**config.mk**
```make
export PLATFORM = sky130hd
export DESIGN_NAME = plab4_net_domain_demux_q_flat
export DESIGN_NICKNAME = d
export VERILOG_FILES = /design/src/rtl/plab4_net_domain_demux_q_if.sv /design/src/rtl/plab4_net_domain_demux_q.sv /design/src/flat_wrapper.sv
export SDC_FILE = /design/constraint.sdc
export NUM_CORES = 1
export LEC_CHECK = 0
export ABC_AREA = 1
export BUFFER_PORTS_ARGS = -buffer_cell sky130_fd_sc_hd__buf_2
export CAP_MARGIN = 20
export CORE_UTILIZATION = 50
export CTS_BUF_LIST = sky130_fd_sc_hd__clkbuf_8
export DETAILED_ROUTE_END_ITERATION = 8
export PLACE_DENSITY = 0.88
export SLEW_MARGIN = 20
export SYNTH_ARGS = -nofsm -noshare
export SYNTH_HDL_FRONTEND = slang
export SYNTH_SLANG_ARGS = --single-unit
```
**constraint.sdc**
```tcl
create_clock -name clk -period 4.3 [get_ports clk]
set_input_delay 0.215 -clock clk [delete_from_list [all_inputs] [get_ports clk]]
set_output_delay 0.215 -clock clk [all_outputs]
set_load 0.02 [all_outputs]
```
**src/rtl/plab4_net_domain_demux_q_if.sv**
```systemverilog
// Bundle of the domain-demux links: one tagged input link, N per-domain output links
// and the per-domain status outputs.
interface plab4_net_domain_demux_q_if #(
    parameter int p_msg_cnbits  = 32,
    parameter int p_msg_dnbits  = 32,
    parameter int p_num_domains = 2,
    parameter int p_depth       = 2,
    parameter int c_dom_nbits   = $clog2(p_num_domains),
    parameter int c_cnt_nbits   = $clog2(p_depth) + 1
);
    // Handshake: a message moves on a link in every cycle where its val and rdy are both
    // high at the rising edge; val never waits on rdy, and a message stays stable while val
    // is high and rdy is low.
    logic                                    in_val;
    logic                                    in_rdy;
    logic [c_dom_nbits-1:0]                  in_domain;
    logic [p_msg_cnbits-1:0]                 in_msg_control;
    logic [p_msg_dnbits-1:0]                 in_msg_data;
    logic [p_num_domains-1:0]                out_val;
    logic [p_num_domains-1:0]                out_rdy;
    logic [p_num_domains*p_msg_cnbits-1:0]   out_msg_control;
    logic [p_num_domains*p_msg_dnbits-1:0]   out_msg_data;
    logic [p_num_domains*c_cnt_nbits-1:0]    num_free;
    logic                                    err_bad_domain;

    modport master (
        output in_val, in_domain, in_msg_control, in_msg_data, out_rdy,
        input  in_rdy, out_val, out_msg_control, out_msg_data, num_free, err_bad_domain
    );

    modport slave (
        input  in_val, in_domain, in_msg_control, in_msg_data, out_rdy,
        output in_rdy, out_val, out_msg_control, out_msg_data, num_free, err_bad_domain
    );
endinterface

```
**src/rtl/plab4_net_domain_demux_q.sv**
```systemverilog
// Steers a domain-tagged link into per-domain FIFOs with independent output links.
// Optional same-cycle bypass of an empty FIFO: define PLAB4_NET_DOMAIN_DEMUX_BYPASS_EN.
module plab4_net_domain_demux_q #(
    parameter int p_msg_cnbits  = 32,
    parameter int p_msg_dnbits  = 32,
    parameter int p_num_domains = 2,
    parameter int p_depth       = 2,
    parameter int c_dom_nbits   = $clog2(p_num_domains),
    parameter int c_cnt_nbits   = $clog2(p_depth) + 1
) (
    input  logic                       clk,
    input  logic                       reset,
    plab4_net_domain_demux_q_if.slave  bus
);
    localparam int c_ptr_nbits = $clog2(p_depth);

    typedef logic [c_ptr_nbits-1:0] ptr_t;
    typedef logic [c_cnt_nbits-1:0] cnt_t;

    localparam cnt_t c_depth = cnt_t'(p_depth);

    logic [p_msg_cnbits-1:0] ctrl_mem [p_num_domains][p_depth];
    logic [p_msg_dnbits-1:0] data_mem [p_num_domains][p_depth];

    ptr_t head_q  [p_num_domains];
    ptr_t tail_q  [p_num_domains];
    cnt_t count_q [p_num_domains];
    logic err_q;

    logic [p_num_domains-1:0] full;
    logic [p_num_domains-1:0] empty;
    logic [p_num_domains-1:0] sel;
    logic [p_num_domains-1:0] enq;
    logic [p_num_domains-1:0] wr;
    logic [p_num_domains-1:0] deq;
    logic                     rdy;
`ifdef PLAB4_NET_DOMAIN_DEMUX_BYPASS_EN
    logic [p_num_domains-1:0] byp;
`endif

    // An out-of-range tag selects no domain, so it is always ready and never enqueues.
    always_comb begin
        full  = '0;
        empty = '0;
        sel   = '0;
        for (int d = 0; d < p_num_domains; d++) begin
            full[d]  = (count_q[d] == c_depth);
            empty[d] = (count_q[d] == '0);
            sel[d]   = (bus.in_domain == c_dom_nbits'(d));
        end
    end

    always_comb begin
        rdy = 1'b1;
        for (int d = 0; d < p_num_domains; d++) begin
            if (sel[d]) rdy = !full[d];
        end
    end

    assign bus.in_rdy         = rdy;
    assign bus.err_bad_domain = err_q;

    always_comb begin
        bus.out_val         = '0;
        bus.out_msg_control = '0;
        bus.out_msg_data    = '0;
        bus.num_free        = '0;
        enq                 = '0;
        wr                  = '0;
        deq                 = '0;
`ifdef PLAB4_NET_DOMAIN_DEMUX_BYPASS_EN
        byp                 = '0;
`endif
        for (int d = 0; d < p_num_domains; d++) begin
            enq[d] = bus.in_val && sel[d] && !full[d];
            deq[d] = !empty[d] && bus.out_rdy[d];
`ifdef PLAB4_NET_DOMAIN_DEMUX_BYPASS_EN
            // An empty FIFO forwards the input directly; it is stored only if not taken.
            byp[d]         = empty[d] && bus.in_val && sel[d];
            bus.out_val[d] = !empty[d] || byp[d];
            wr[d]          = enq[d] && !(byp[d] && bus.out_rdy[d]);
            if (byp[d]) begin
                bus.out_msg_control[d*p_msg_cnbits +: p_msg_cnbits] = bus.in_msg_control;
                bus.out_msg_data[d*p_msg_dnbits +: p_msg_dnbits]    = bus.in_msg_data;
            end else begin
                bus.out_msg_control[d*p_msg_cnbits +: p_msg_cnbits] = ctrl_mem[d][head_q[d]];
                bus.out_msg_data[d*p_msg_dnbits +: p_msg_dnbits]    = data_mem[d][head_q[d]];
            end
`else
            bus.out_val[d] = !empty[d];
            wr[d]          = enq[d];
            bus.out_msg_control[d*p_msg_cnbits +: p_msg_cnbits] = ctrl_mem[d][head_q[d]];
            bus.out_msg_data[d*p_msg_dnbits +: p_msg_dnbits]    = data_mem[d][head_q[d]];
`endif
            bus.num_free[d*c_cnt_nbits +: c_cnt_nbits] = c_depth - count_q[d];
        end
    end

    always_ff @(posedge clk or negedge reset) begin
        if (!reset) begin
            for (int d = 0; d < p_num_domains; d++) begin
                head_q[d]  <= '0;
                tail_q[d]  <= '0;
                count_q[d] <= '0;
            end
            err_q <= 1'b0;
        end else begin
            for (int d = 0; d < p_num_domains; d++) begin
                if (wr[d])  tail_q[d] <= tail_q[d] + ptr_t'(1);
                if (deq[d]) head_q[d] <= head_q[d] + ptr_t'(1);
                case ({wr[d], deq[d]})
                    2'b10:   count_q[d] <= count_q[d] + cnt_t'(1);
                    2'b01:   count_q[d] <= count_q[d] - cnt_t'(1);
                    default: count_q[d] <= count_q[d];
                endcase
            end
            if (bus.in_val && (sel == '0)) err_q <= 1'b1;
        end
    end

    // Payload storage carries no reset; validity lives entirely in the counts.
    always_ff @(posedge clk) begin
        for (int d = 0; d < p_num_domains; d++) begin
            if (wr[d]) begin
                ctrl_mem[d][tail_q[d]] <= bus.in_msg_control;
                data_mem[d][tail_q[d]] <= bus.in_msg_data;
            end
        end
    end
endmodule
```
**src/flat_wrapper.sv**
```systemverilog
// flat-port wrapper written by rule: the top's interface ports become plain ports
module plab4_net_domain_demux_q_flat 
#(
    parameter int p_msg_cnbits  = 32,
    parameter int p_msg_dnbits  = 32,
    parameter int p_num_domains = 2,
    parameter int p_depth       = 2,
    parameter int c_dom_nbits   = $clog2(p_num_domains),
    parameter int c_cnt_nbits   = $clog2(p_depth) + 1
)
  (clk, reset, bus_in_val, bus_in_domain, bus_in_msg_control, bus_in_msg_data, bus_out_rdy, bus_in_rdy, bus_out_val, bus_out_msg_control, bus_out_msg_data, bus_num_free, bus_err_bad_domain);
  plab4_net_domain_demux_q_if #(.p_msg_cnbits(p_msg_cnbits), .p_msg_dnbits(p_msg_dnbits), .p_num_domains(p_num_domains), .p_depth(p_depth), .c_dom_nbits(c_dom_nbits), .c_cnt_nbits(c_cnt_nbits)) bus_i ();
  input  logic clk;
  input  logic reset;
  input wire logic [$bits(bus_i.in_val)-1:0] bus_in_val;
  input wire logic [$bits(bus_i.in_domain)-1:0] bus_in_domain;
  input wire logic [$bits(bus_i.in_msg_control)-1:0] bus_in_msg_control;
  input wire logic [$bits(bus_i.in_msg_data)-1:0] bus_in_msg_data;
  input wire logic [$bits(bus_i.out_rdy)-1:0] bus_out_rdy;
  output wire logic [$bits(bus_i.in_rdy)-1:0] bus_in_rdy;
  output wire logic [$bits(bus_i.out_val)-1:0] bus_out_val;
  output wire logic [$bits(bus_i.out_msg_control)-1:0] bus_out_msg_control;
  output wire logic [$bits(bus_i.out_msg_data)-1:0] bus_out_msg_data;
  output wire logic [$bits(bus_i.num_free)-1:0] bus_num_free;
  output wire logic [$bits(bus_i.err_bad_domain)-1:0] bus_err_bad_domain;
  assign bus_i.in_val = bus_in_val;
  assign bus_i.in_domain = bus_in_domain;
  assign bus_i.in_msg_control = bus_in_msg_control;
  assign bus_i.in_msg_data = bus_in_msg_data;
  assign bus_i.out_rdy = bus_out_rdy;
  assign bus_in_rdy = bus_i.in_rdy;
  assign bus_out_val = bus_i.out_val;
  assign bus_out_msg_control = bus_i.out_msg_control;
  assign bus_out_msg_data = bus_i.out_msg_data;
  assign bus_num_free = bus_i.num_free;
  assign bus_err_bad_domain = bus_i.err_bad_domain;
  plab4_net_domain_demux_q #(.p_msg_cnbits(p_msg_cnbits), .p_msg_dnbits(p_msg_dnbits), .p_num_domains(p_num_domains), .p_depth(p_depth), .c_dom_nbits(c_dom_nbits), .c_cnt_nbits(c_cnt_nbits)) u_core (.clk(clk), .reset(reset), .bus(bus_i));
endmodule
```
==> impl_metrics.py <==
metrics = {
    "floorplanning": {
        "die_w_um": 143,
        "fp-row-count": 51,
        "fp.coreArea_mm2": 0.0195,
        "fp.dieH_um": 143,
        "die_area_mm2": 0.0205,
        "pin_count": 206,
        "initial_core_util_pct": 51.1,
    },
    "timing": {
        "tns_ns": 0,
        "relSlewSlack_pct": 37.6,
        "post-route-period-util_pct": 58.5,
        "finalSetupViolCount": 0,
        "max_freq_mhz": 397,
        "finalHoldViolations": 0,
        "final_max_slew_viol_count": 0,
        "skew_ns": 0.0191,
        "rsz0062_at_grt": "no",
        "layout_min_cycle_time_ns": 2.52,
        "worst_pin_slew_ns": 0.936,
        "holdWs_ns": 0.0473,
    },
    "run": {
        "cap_violations": 0,
    },
    "clocking": {
        "cts_max_path_buffers": 3,
        "clk_pin_slew_worst_paths_ns": 0.06,
        "numCtsBuffers": 40,
        "cts_setup_buffers": 0,
        "insertion_delay_ns": 0.52,
        "cts_tree": "done",
        "clockRootBuffer": "clkbuf_8",
        "clock_sinks": 264,
        "htree_num_levels": 2,
    },
    "routing": {
        "viasPerCell": 4.84,
        "vias": 6389,
        "drc_errors": 0,
        "wl_per_cell_um": 16.7,
        "wirelength_um": 22100,
        "drtIter0Drc": 320,
        "antenna_left": 0,
        "drtPass1Iterations": 5,
    },
    "final_layout": {
        "regArea_mm2": 0.00789,
        "fin_nets": 1101,
        "design_area_mm2": 0.0125,
        "fill_cells": 1337,
        "drive_gt1_share_pct": 25.5,
        "syn_to_final_growth_pct": 25.2,
        "multiInputGateArea_mm2": 0.00169,
        "postLayoutCoreUtil_pct": 64.0,
    },
    "place": {
        "io_buffer_count": 204,
        "placed_area_mm2": 0.0111,
        "gp_congestion": 0.808,
        "dpl.hpwl_um": 12000,
    },
    "worst_setup_path": {
        "cp-end-kind": "output pin",
        "cp_max_fo": 34,
        "start_kind": "register",
        "worstPathArrival_ns": 2.30,
        "crit_type": "reg -> out",
        "worstPathRequired_ns": 4.09,
    },
    "grt": {
        "grt_overflow": 0,
        "antenna_found_initial": 1,
        "grt_pass1_wl_um": 32900,
        "grt_max_degree": 66,
        "grt_pass1_vias": 6636,
        "grt_usage_pct": 21.5,
    },
    "synth": {
        "synth_top_cell_by_area": "edfxtp_1",
        "synthArstFlopShare_pct": 3.03,
        "synth_top_area_share_pct": 77.2,
        "synth.cell_area_mm2": 0.00995,
        "synth_edf_count": 256,
        "ys_ff_latch": 264,
        "ys_types": 17,
        "synth-seq-area-share_pct": 79.3,
        "syn_area_per_cell_um2": 13.5,
        "yosys-top-cells-area": "edfxtp_1 (77%), nand2_1 (15%), buf_6 (2.5%)",
        "yosysWarnings": 0,
        "synth_fp_nets": 812,
        "ys.flop_type": "edfxtp_1",
        "postSynthCellCount": 736,
    },
    "pwr": {
        "power.density_mw_per_mm2": 649,
        "irDropWorstVdd_uv": 497,
        "leakage_nw": 5.34,
    },
    "hold_path": {
        "min_path_type": "in -> async",
    },
    "run_status": {
        "status": "complete, no violations",
    },
}
==> area by class of cell <==
type                    count  area share [%]
inverters                  20           0.622
diodes                      1          0.0201
multi-input cells         421            13.6
clock buffers              42            4.64
well taps                 265            2.66
repair buffers            278            14.2
flip-flops and latches    264            63.3
clock inverters            29           0.984
==> state kept, by name, summed over array words and instances, names as in the netlist <==
name             flops
u_core.head_q        2
u_core.data_mem    128
u_core.count_q       4
u_core.ctrl_mem    128
u_core.tail_q        2
==> cells in the mapped netlist (3+ instances only) <==
library cell,instances
edfxtp_1,256
buf_6,22
dfrtp_1,8
inv_1,18
nor2_1,4
xor2_1,3
ha_1,6
nand3_1,4
nand2_1,398
buf_4,5
==> worst max-delay path: stages, from the launching register on <==
cell and delay, ns:
dfrtp_2 0.41, inv_2 0.47, buf_4 0.49, nand2_1 0.11
nand2_1 0.12, buf_2 0.17
==> power breakdown <==
part	internal (mW)	total [mW]	switching (mW)
logic	0.808	2.95	2.14
registers	3.21	3.31	0.101
clock network	0.907	1.82	0.918
total	4.92	8.09	3.16
==> logic make-up (layout without fill, tap and decap cells) <==
group           after synthesis  after routing  share of synthesized area [%]
compound gates                1              1                         0.0502
xor+xnor                      5              5                          0.440
fa+ha+maj                     6              6                          0.754
buf+inv                      51            369                           3.97
flops                       264            264                           79.3
other cells                   1              2                         0.0377
simple gates                408            408                           15.5
==> stage by stage <==
stage / instances / power [mW] / setup WS, ns
4_1_cts: 1319 / 8.10 / 1.77
6_report: 1320 / 8.09 / 1.78
5_1_grt: 1320 / 8.52 / 1.59
3_5_place_dp: 1181 / 6.24 / 1.78
3_3_place_gp: 1181 / 6.16 / 1.91
2_1_floorplan: 736 / 5.42 / 0.262
==> layer usage <==
metal | global-route usage [%] | vias to the layer above | part of all wire, %
li1 | - | 3050 | -
met1 | 23.5 | 3041 | 38
met2 | 39.9 | 245 | 54
met3 | 4.76 | 53 | 5.9
met4 | 9.11 | 0 | 2.6
met5 | 0 | - | 0
==> path summary, 6_finish.rpt <==
path / endpoint / from / slack, ns / cells after the start
hold / removal: u_core.head_q[0] / reset / 0.05 / 2
min in group clk: u_core.tail_q[1] / bus_in_val / 0.05 / 3
max in group asynchronous: u_core.head_q[1] / reset / 4.06 / 2
hold reg to reg: u_core.count_q[3] / u_core.count_q[3] / 0.50 / 2
setup reg to reg: u_core.ctrl_mem[0][49] / u_core.count_q[2] / 1.82 / 6
setup / recovery: bus_out_msg_data[48] / u_core.head_q[0] / 1.78 / 5
==> layout by cell type (no fill, tap or decap), drive strengths merged <==
cell type,instances
buf,211
dlygate4sd3,67
clkinv,16
edfxtp,256
o21ai,1
conb,1
xnor2,2
nand3,4
nand4,2
clkbuf,42
dfrtp,8
nand2,398
xor2,3
inv,33
diode,1
ha,6
nor2,4
==> repair_timing <==
| item | in CTS | in global routing |
|---|---|---|
| endpoints found under the hold margin | 266 | 0 |
| gates resized for setup | 0 | 0 |
| hold buffers | 67 | 0 |
No activity file was read; power rests on OpenSTA's default activity.
